File: src/rtl/joy_pkg.sv
// Shared constants for the DB9 joystick chain reader: joystick word layout,
// frame offsets, FSM state encoding and the frame-to-joystick mapping.
package joy_pkg;

  localparam int JOY_RIGHT  = 0;
  localparam int JOY_LEFT   = 1;
  localparam int JOY_DOWN   = 2;
  localparam int JOY_UP     = 3;
  localparam int JOY_FIRE1  = 4;
  localparam int JOY_FIRE2  = 5;

  localparam int JOY1_BASE  = 0;
  localparam int JOY2_BASE  = 8;
  localparam int FRAME_BITS = 16;

  typedef enum logic [2:0] {GAP, LOAD, SHIFT_LO, SHIFT_HI, DONE} state_e;

  // The chain delivers up, down, left, right, fire1, fire2 in that order,
  // which differs from the joystick word layout.
  function automatic logic [5:0] frame_to_joy(input logic [FRAME_BITS-1:0] f,
                                              input int base);
    logic [FRAME_BITS-1:0] s;
    logic [5:0]            j;
    s           = f >> base;
    j[JOY_UP]    = s[0];
    j[JOY_DOWN]  = s[1];
    j[JOY_LEFT]  = s[2];
    j[JOY_RIGHT] = s[3];
    j[JOY_FIRE1] = s[4];
    j[JOY_FIRE2] = s[5];
    return j;
  endfunction

endpackage

File: src/rtl/joy_tick_gen.sv
// Clock divider producing a one-cycle tick every CLK_DIV enabled cycles.
// Holding en_i low freezes the phase so the caller can insert extra cycles.
module joy_tick_gen #(
  parameter int CLK_DIV = 4
) (
  input  logic clk_i,
  input  logic reset_i,
  input  logic en_i,
  output logic tick_o
);

  localparam int CW = $clog2(CLK_DIV);

  logic [CW-1:0] cnt_q;

  assign tick_o = en_i && (cnt_q == CW'(CLK_DIV - 1));

  always_ff @(posedge clk_i) begin
    if (reset_i) begin
      cnt_q <= '0;
    end else if (en_i) begin
      cnt_q <= tick_o ? '0 : cnt_q + 1'b1;
    end
  end

endmodule

File: src/rtl/db9_joy_reader.sv
// Scans the two-74HC165 DB9 joystick chain and produces filtered, active-high
// joystick words plus the raw inverted frame.
module db9_joy_reader #(
  parameter int CLK_DIV   = 4,
  parameter int GAP_TICKS = 2,
  parameter int FILTER    = 1
) (
  input  logic        clk,
  input  logic        reset,
  input  logic        JOY_DATA,
  output logic        JOY_CLK,
  output logic        JOY_LOAD,
  output logic [5:0]  joy1,
  output logic [5:0]  joy2,
  output logic [15:0] frame_raw,
  output logic        frame_done
);
  import joy_pkg::*;

  localparam int GW = (GAP_TICKS > 1) ? $clog2(GAP_TICKS) : 1;

  state_e                state_q;
  logic [GW-1:0]         gap_q;
  logic [3:0]            idx_q;
  logic [1:0]            sync_q;
  logic [FRAME_BITS-1:0] shift_q, prev_q, raw_q;
  logic                  prev_vld_q, load_q, jclk_q, done_q;
  logic [5:0]            joy1_q, joy2_q;

  logic                  tick;
  logic [FRAME_BITS-1:0] frame_d;
  logic [5:0]            joy1_d, joy2_d;
  logic                  take_d;

  // DONE is one extra clk outside the tick grid, so the divider pauses there.
  joy_tick_gen #(.CLK_DIV(CLK_DIV)) u_tick (
    .clk_i   (clk),
    .reset_i (reset),
    .en_i    (state_q != DONE),
    .tick_o  (tick)
  );

  assign frame_d = ~shift_q;
  assign joy1_d  = frame_to_joy(frame_d, JOY1_BASE);
  assign joy2_d  = frame_to_joy(frame_d, JOY2_BASE);
  assign take_d  = (FILTER == 0) || (prev_vld_q && (frame_d == prev_q));

  always_ff @(posedge clk) begin
    sync_q <= {sync_q[0], JOY_DATA};
    if (state_q == SHIFT_LO && tick) shift_q[idx_q] <= sync_q[1];
  end

  always_ff @(posedge clk) begin
    if (reset) begin
      state_q    <= GAP;
      gap_q      <= '0;
      idx_q      <= '0;
      load_q     <= 1'b1;
      jclk_q     <= 1'b1;
      joy1_q     <= '0;
      joy2_q     <= '0;
      raw_q      <= '0;
      done_q     <= 1'b0;
      prev_q     <= '0;
      prev_vld_q <= 1'b0;
    end else begin
      done_q <= 1'b0;
      case (state_q)
        GAP: if (tick) begin
          if (gap_q == GW'(GAP_TICKS - 1)) begin
            gap_q   <= '0;
            load_q  <= 1'b0;
            state_q <= LOAD;
          end else begin
            gap_q <= gap_q + 1'b1;
          end
        end
        LOAD: if (tick) begin
          idx_q   <= '0;
          load_q  <= 1'b1;
          jclk_q  <= 1'b0;
          state_q <= SHIFT_LO;
        end
        SHIFT_LO: if (tick) begin
          jclk_q  <= 1'b1;
          state_q <= SHIFT_HI;
        end
        SHIFT_HI: if (tick) begin
          if (idx_q == 4'd15) begin
            state_q <= DONE;
          end else begin
            idx_q   <= idx_q + 1'b1;
            jclk_q  <= 1'b0;
            state_q <= SHIFT_LO;
          end
        end
        DONE: begin
          raw_q      <= frame_d;
          done_q     <= 1'b1;
          prev_q     <= frame_d;
          prev_vld_q <= 1'b1;
          if (take_d) begin
            joy1_q <= joy1_d;
            joy2_q <= joy2_d;
          end
          state_q <= GAP;
        end
        default: state_q <= GAP;
      endcase
    end
  end

  assign JOY_CLK    = jclk_q;
  assign JOY_LOAD   = load_q;
  assign joy1       = joy1_q;
  assign joy2       = joy2_q;
  assign frame_raw  = raw_q;
  assign frame_done = done_q;

endmodule
File: config.mk
export PLATFORM = sky130hd
export DESIGN_NAME = db9_joy_reader
export DESIGN_NICKNAME = d
export VERILOG_FILES = /design/src/rtl/joy_pkg.sv /design/src/rtl/joy_tick_gen.sv /design/src/rtl/db9_joy_reader.sv
export SDC_FILE = /design/constraint.sdc
export NUM_CORES = 1
export LEC_CHECK = 0
export BUFFER_PORTS_ARGS = -buffer_cell sky130_fd_sc_hd__buf_2
export CAP_MARGIN = 20
export CORE_ASPECT_RATIO = 0.75
export CORE_UTILIZATION = 40
export CTS_CLUSTER_SIZE = 30
export DETAILED_ROUTE_END_ITERATION = 7
export PLACE_DENSITY_LB_ADDON = 0.15
export SYNTH_ARGS = -nofsm -noshare
export SYNTH_HDL_FRONTEND = slang
export SYNTH_SLANG_ARGS = --single-unit
File: constraint.sdc
create_clock -name clk -period 2.15 [get_ports clk]
set_clock_uncertainty 0.15 [all_clocks]
set_input_delay 0.3225 -clock clk [delete_from_list [all_inputs] [get_ports clk]]
set_output_delay 0.3225 -clock clk [all_outputs]
set_load 0.02 [all_outputs]
==> summary.txt, run 1 <==
Outcome
  • Outcome: finished, final reports clean

Clock network
  • Maximum clock path buffer count: 2
  • # clock sinks: 60
  • CTS Buf Count: 9
  • Latest clock arrival within the worst-skew pair: approximately 330 ps
  • Clock Root Buffer: clkbuf_8
  • H-Tree Level Count: 3
  • Post-CTS Setup Inserts: 0
  • CTS tree: yes
  • CTS clk-pin slew, worst paths: 70 ps

STA
  • Setup tns final: 0 ps
  • Worst slew pin tran: 504.6 ps
  • Final WS setup: approximately 320 ps
  • Fmax: 546.2 MHz
  • Hold WS: approximately 100 ps
  • Fin. Hold Viols: 0
  • Final cycle utilization of the critical path: 0.8516
  • Worst slew margin: 0.6631
  • Post-layout minimum cycle time: roughly 1800 ps
  • Final count of pins violating max slew: 0
  • RSZ-0062 raised after global routing: no
  • Final setup viols: 0

Layout
  • Finished Layout Cells: 347
  • Layout area overhead: 19.67%
  • Number of fill cells: approximately 560
  • Share of layout cells above drive strength 1: 0.2379
  • Final core utilization: 0.5019
  • Layout Nets: 272
  • Antenna Cells: 0

Worst setup path
  • CP top delay family: flip-flops
  • Largest stage delay, worst path: around 470 ps
  • Critical Path RT: between 2000 and 2500 ps
  • CP Data Arrival Time: ~1900 ps
  • Worst path slowest cell: edfxtp_1
  • R2R Path Start: shift_q[9]$_DFFE_PP_
  • CP endpoint kind: flip-flop
  • Flop-to-flop setup slack: between 300 and 400 ps
  • R2r endpoint: joy1[3]$_SDFFE_PP0P_
  • Crit path from: shift_q[9]$_DFFE_PP_
  • Cell breakdown of the critical path: xor2_1, nand4_1, nor3_4, buf_12, a21oi_1, a311oi_2
  • CP bufs+invs: 1
  • Setup crit start kind: flip-flop
  • CP Max Fanout: 24
  • Crit Path Class: reg -> reg
  • Reg2reg path depth: 6

Min path
  • Worst min path class: in -> reg
  • Hold path depth: 2
  • Hold path startpoint: reset
  • Hold EP: idx_q[1]$_SDFFE_PP0P_

Detailed routing
  • DR vias/cell: 4.968
  • WL per Instance: between 10 and 15 microns
  • Final wirelength: between 4000 and 5000 microns
  • Total vias in the final route: about 1700
  • Starting DRT DRC Count: around 100
  • Pre-antenna DRT Iters: 4
  • DRC errors left: 0
  • Post-route ant nets: 0

Floorplan
  • Core Area: 5886 sq um
  • Row count: 24
  • Die Y: about 70 microns
  • Starting density of the core: 0.4194
  • IO Count: 34
  • Die Area: approximately 6500 sq um
  • Die width: approximately 93 microns

Global route
  • Largest net degree at the start of global routing: 38
  • Number of global-route vias before repair: about 1600
  • First-pass GRT wire length: a little under 8000 microns
  • GRT overflow: 0
  • Total GRT Usage: 0.1581
  • Initial antenna violation count: 0

Power and ir drop
  • NetSw: roughly 500 uW
  • Power Density: just over 800 nW/um^2
  • Static Leakage: ~0.0011 uW
  • Flop pwr share: 0.488
  • Net Sw Frac: 0.2050
  • Clock network power share: 0.495
  • Logic pwr share: 0.017
  • Int Pwr: approximately 1900 uW
  • Worst vdd ir: between 500 and 600 uV

Synth
  • Avg Inst Size Synth: about 11 sq um
  • Post-synthesis simple-gate area fraction: 0.1485
  • Seq/Total Area, Yosys: 0.5514
  • Register bit total from synthesis: 60
  • Complex-gate fraction of the synthesized area: 0.1647
  • Area of the mapped netlist: 2469 sq um
  • Multiplexer share of the synthesized area: 0.008109
  • Cells after Synth: ~230
  • Synth Area in XOR/XNOR: 0.06741
  • Adder-cell share of the synthesized area: 0.02534
  • Synth warnings: 0
  • Synthesized Nets: about 240
  • Synth unique cells: 33
  • Main combinational cell family by area after synthesis: compound AO/OA/AOI/OAI gates

Placement
  • Final RePlAce weighted congestion: around 0.74
  • Place WS: ~310 ps
  • I/O Buffers: 33
  • Hpwl dp: approximately 3200 microns
  • Dpl cells: between 300 and 400

Run
  • Max-Cap Viols: 0
## area by class of cell
type / instances / area (sq um) / share of cell area
clock buffers: 10 / 148.9 / 0.05040
clock inverters: 6 / 92.59 / 0.03134
inverters: 2 / 7.507 / 0.002541
multi-input cells: 153 / 1028 / 0.3482
flip-flops and latches: 60 / 1361 / 0.4608
well taps: 78 / 97.59 / 0.03304
repair buffers: 38 / 217.7 / 0.07370
## worst max-delay path by stage
stage	to	slack [ps]	cells past startpoint
3_5_place_dp	joy1[3]$_SDFFE_PP0P_	310	6
3_3_place_gp	idx_q[3]$_SDFFE_PP0P_	320	6
2_1_floorplan	joy1[0]$_SDFFE_PP0P_	430	6
4_1_cts	joy1[3]$_SDFFE_PP0P_	300	6
6_report	joy1[3]$_SDFFE_PP0P_	320	6
5_1_grt	joy2[1]$_SDFFE_PP0P_	150	6
## cell families after synthesis
logic type | count (synthesis)
flops | 60
xor+xnor | 19
simple gates | 75
buf+inv | 18
compound gates | 52
mux | 2
fa+ha+maj | 5
## power by group through the flow
stage               combinational [uW]  sequential, uW  clock (uW)
global route                      45.6            1180        1290
global placement                  39.4            1200           0
finish                            39.9            1170        1190
CTS                               40.7            1170        1230
floorplan                         30.2            1200           0
detailed placement                39.2            1200           0
## registers in the layout (all words and copies together), names as in the netlist, 2 cells and up
register,cells
frame_raw,16
shift_q,16
joy1,6
joy2,6
idx_q,4
state_q,3
sync_q,2
u_tick.cnt_q,2
## cell usage after synthesis
master      n  share of area
dfxtp_1    44           0.36
nor2_1     38          0.058
xor2_1     18          0.064
a211oi_1   17          0.052
a21oi_1    16          0.032
edfxtp_1   16           0.19
buf_2       8          0.016
nand2_1     8          0.012
a311oi_2    7          0.043
nand4_1     6          0.015
nor3_1      6          0.012
a311oi_1    5          0.018
clkbuf_1    5         0.0076
ha_1        5          0.025
nand2b_1    5          0.013
and3_1      3         0.0076
nor2b_1     3         0.0076
o21ai_0     3         0.0061
buf_1       2         0.0030
inv_1       2         0.0030
mux2i_1     2         0.0081
a2111oi_0   1         0.0035
a21o_1      1         0.0030
a221o_1     1         0.0041
a31o_2      1         0.0035
and2_1      1         0.0025
and3b_1     1         0.0035
buf_6       1         0.0046
nand3b_1    1         0.0030
nor2_2      1         0.0025
nor3_4      1         0.0066
nor3b_2     1         0.0051
xnor2_1     1         0.0035
## repair_timing
item / 4_1_cts / 5_1_grt
hold endpoints to repair: 1 / 0
resized for setup: 0 / 0
hold buffers: 1 / 0
## cell usage in the layout, fill, tap and decap left out, types with 5 or more instances in the layout
cell type   n
nor2_1     38
dfxtp_1    44
nand2b_1    5
a311oi_1    5
buf_2      33
nand2_1     8
edfxtp_1   16
ha_1        5
a311oi_2    7
a21oi_1    16
nand4_1     6
xor2_1     18
clkbuf_8    9
nor3_1      6
a211oi_1   17
## layer usage
metal / up-vias / GRT usage / part of all wire
met5: - / 0 / 0
met4: 0 / 0.04103 / 0.0088
met3: 6 / 0.06972 / 0.055
met2: 40 / 0.2189 / 0.41
met1: 777 / 0.2233 / 0.52
li1: 901 / - / -
## worst register-to-register path, stage by stage, from the launching register on
cell      delay (ps)
edfxtp_1         470
xor2_1           170
nand4_1          180
nor3_4           250
buf_12           190
a21oi_1           90
a311oi_2         240
## through the flow
step | power [uW] | area (sq um)
floorplan | 1228 | 2469
global placement | 1240 | 2703
detailed placement | 1240 | 2703
CTS | 2448 | 2954
global route | 2508 | 2954
finish | 2406 | 2954
Note: power is estimated with default switching activity, not from simulation.
==> inputs of run 2 (changes only) <==
- RECOVER_POWER: default -> 50
==> summary.txt, run 2 (same netlist as run 1, synthesis figures left out) <==
Placement
  • I/O Buffers: 33 (unchanged)
  • Dpl cell area: 2703 sq um (unchanged)
  • Hpwl dp: 3174 microns (unchanged)
  • Place WS: 311.8 ps (unchanged)
  • Final RePlAce weighted congestion: 0.7439 (unchanged)

Clock network
  • H-Tree Level Count: 3 (unchanged)
  • Latest clock arrival within the worst-skew pair: 330 ps (about the same)
  • CTS clk-pin slew, worst paths: 70 ps (about the same)
  • # clock sinks: 60 (unchanged)
  • Maximum clock path buffer count: 2 (unchanged)
  • Clock Root Buffer: clkbuf_8 (unchanged)
  • Post-CTS Hold Buffers: 1 (unchanged)
  • Post-CTS Setup Inserts: 0 (unchanged)
  • Cts repair resizes: 0 (unchanged)
  • CTS tree: yes (unchanged)
  • CTS Buf Count: 9 (unchanged)

STA
  • Setup tns final: 0 ps (unchanged)
  • Final cycle utilization of the critical path: 0.8504 (was 0.8516)
  • Final count of pins violating max slew: 0 (unchanged)
  • Post-layout minimum cycle time: 1828 ps (was 1831 ps)
  • Final setup viols: 0 (unchanged)
  • Hold WS: 107.6 ps (was 104.9 ps)
  • RSZ-0062 raised after global routing: no (unchanged)
  • Worst slew margin: 0.6643 (was 0.6631)
  • Final WS setup: 321.6 ps (was 319.1 ps)
  • Fin. Hold Viols: 0 (unchanged)
  • Fmax: 546.9 MHz (was 546.2 MHz)
  • Worst slew pin tran: 502.9 ps (was 504.6 ps)

Floorplan
  • Core Area: 5886 sq um (unchanged)
  • Starting density of the core: 0.4194 (unchanged)
  • IO Count: 34 (unchanged)
  • Row count: 24 (unchanged)
  • Die Area: 6493 sq um (unchanged)
  • Die Y: 70.04 microns (unchanged)
  • Die width: 92.71 microns (unchanged)

Global route
  • Largest net degree at the start of global routing: 38 (unchanged)
  • Total GRT Usage: 0.1581 (unchanged)
  • Initial antenna violation count: 0 (unchanged)
  • GRT overflow: 0 (unchanged)
  • First-pass GRT wire length: 7893 microns (unchanged)
  • Number of global-route vias before repair: 1582 (unchanged)

Worst setup path
  • CP endpoint kind: flip-flop (unchanged)
  • Critical Path End: joy1[3]$_SDFFE_PP0P_ (unchanged)
  • Flop-to-flop setup slack: 320 ps (about the same)
  • R2r endpoint: joy1[3]$_SDFFE_PP0P_ (unchanged)
  • Crit path from: shift_q[9]$_DFFE_PP_ (unchanged)
  • Crit Path Class: reg -> reg (unchanged)
  • Reg2reg path depth: 6 (unchanged)
  • Setup crit start kind: flip-flop (unchanged)
  • R2R Path Start: shift_q[9]$_DFFE_PP_ (unchanged)
  • CP Max Fanout: 24 (unchanged)
  • CP Data Arrival Time: 1930 ps (about the same)
  • Critical Path RT: 2250 ps (about the same)

Detailed routing
  • Post-route ant nets: 0 (unchanged)
  • WL per Instance: 13.48 microns (was 13.41 microns)
  • Final wirelength: 4676 microns (was 4655 microns)
  • Starting DRT DRC Count: 86 (was 101)
  • Pre-antenna DRT Iters: 4 (unchanged)
  • DR vias/cell: 4.968 (unchanged)
  • DRC errors left: 0 (unchanged)
  • Total vias in the final route: 1724 (unchanged)

Min path
  • Hold path startpoint: reset (unchanged)
  • Hold path depth: 2 (unchanged)
  • Worst min path class: in -> reg (unchanged)

Layout
  • Final std cell area, no fill: 2915 sq um (was 2954 sq um)
  • Antenna Cells: 0 (unchanged)
  • Layout area overhead: 18.09% (was 19.67%)
  • Most frequent cells in the layout: dfxtp_1, nor2_1, clkbuf_1 (was dfxtp_1, nor2_1, buf_2)
  • Leading cell type in the layout, fill and taps excluded: dfxtp_1 (unchanged)
  • Share of layout cells above drive strength 1: 0.1227 (was 0.2379)
  • Final core utilization: 0.4953 (was 0.5019)
  • Layout Nets: 272 (unchanged)

Power and ir drop
  • Static Leakage: 0.0009987 uW (was 0.001129 uW)
  • Power Density: 824.6 nW/um^2 (was 814.4 nW/um^2)
  • Worst vdd ir: 541.9 uV (was 544.3 uV)

Run
  • Max-Cap Viols: 0 (unchanged)

Outcome
  • Outcome: finished, final reports clean (unchanged)
-- run 2: changes by cell type in the layout (fill, tap and decap cells not counted) --
cell | previous run | this run
buf_2 | 33 | 2
clkbuf_1 | 0 | 31
-- run 2: worst min path at each step --
stage	end	slack, ps
floorplan	sync_q[1]$_DFF_P_	160
global placement	sync_q[1]$_DFF_P_	160
detailed placement	sync_q[1]$_DFF_P_	170
CTS	idx_q[1]$_SDFFE_PP0P_	80
global route	gap_q$_SDFFE_PP0P_	100
finish	idx_q[1]$_SDFFE_PP0P_	110
-- run 2: stage by stage --
stage / total power [uW] / std cells
floorplan: 1228 / 231
global placement: 1240 / 330
detailed placement: 1240 / 330
CTS: 2448 / 347
global route: 2508 / 347
finish: 2404 / 347
-- run 2: worst max-delay path: stages, from the launching register on --
cell and delay, ps:
edfxtp_1 470, xor2_1 170, nand4_1 180, nor3_4 250, buf_12 190, a21oi_1 90
a311oi_2 240
-- run 2: final cells by class --
| cell class | count | area (sq um) |
|---|---|---|
| sequential | 60 | 1361 |
| timing repair buffer | 38 | 178.9 |
| inverter | 2 | 7.507 |
| tap | 78 | 97.59 |
| clock inverter | 6 | 92.59 |
| multi-input combinational | 153 | 1028 |
| clock buffer | 10 | 148.9 |
| fill | 577 | 2970 |
-- run 2: layer usage --
layer	part of all wire	track usage
met1	0.52	0.2233
met4	0.0088	0.04103
met5	0	0
met3	0.057	0.06972
met2	0.41	0.2189
-- run 2: power breakdown --
part	total, uW	internal (uW)	switching [uW]
Combinational	40.0	15.6	24.4
Clock	1190	731	458
Sequential	1170	1170	8.89
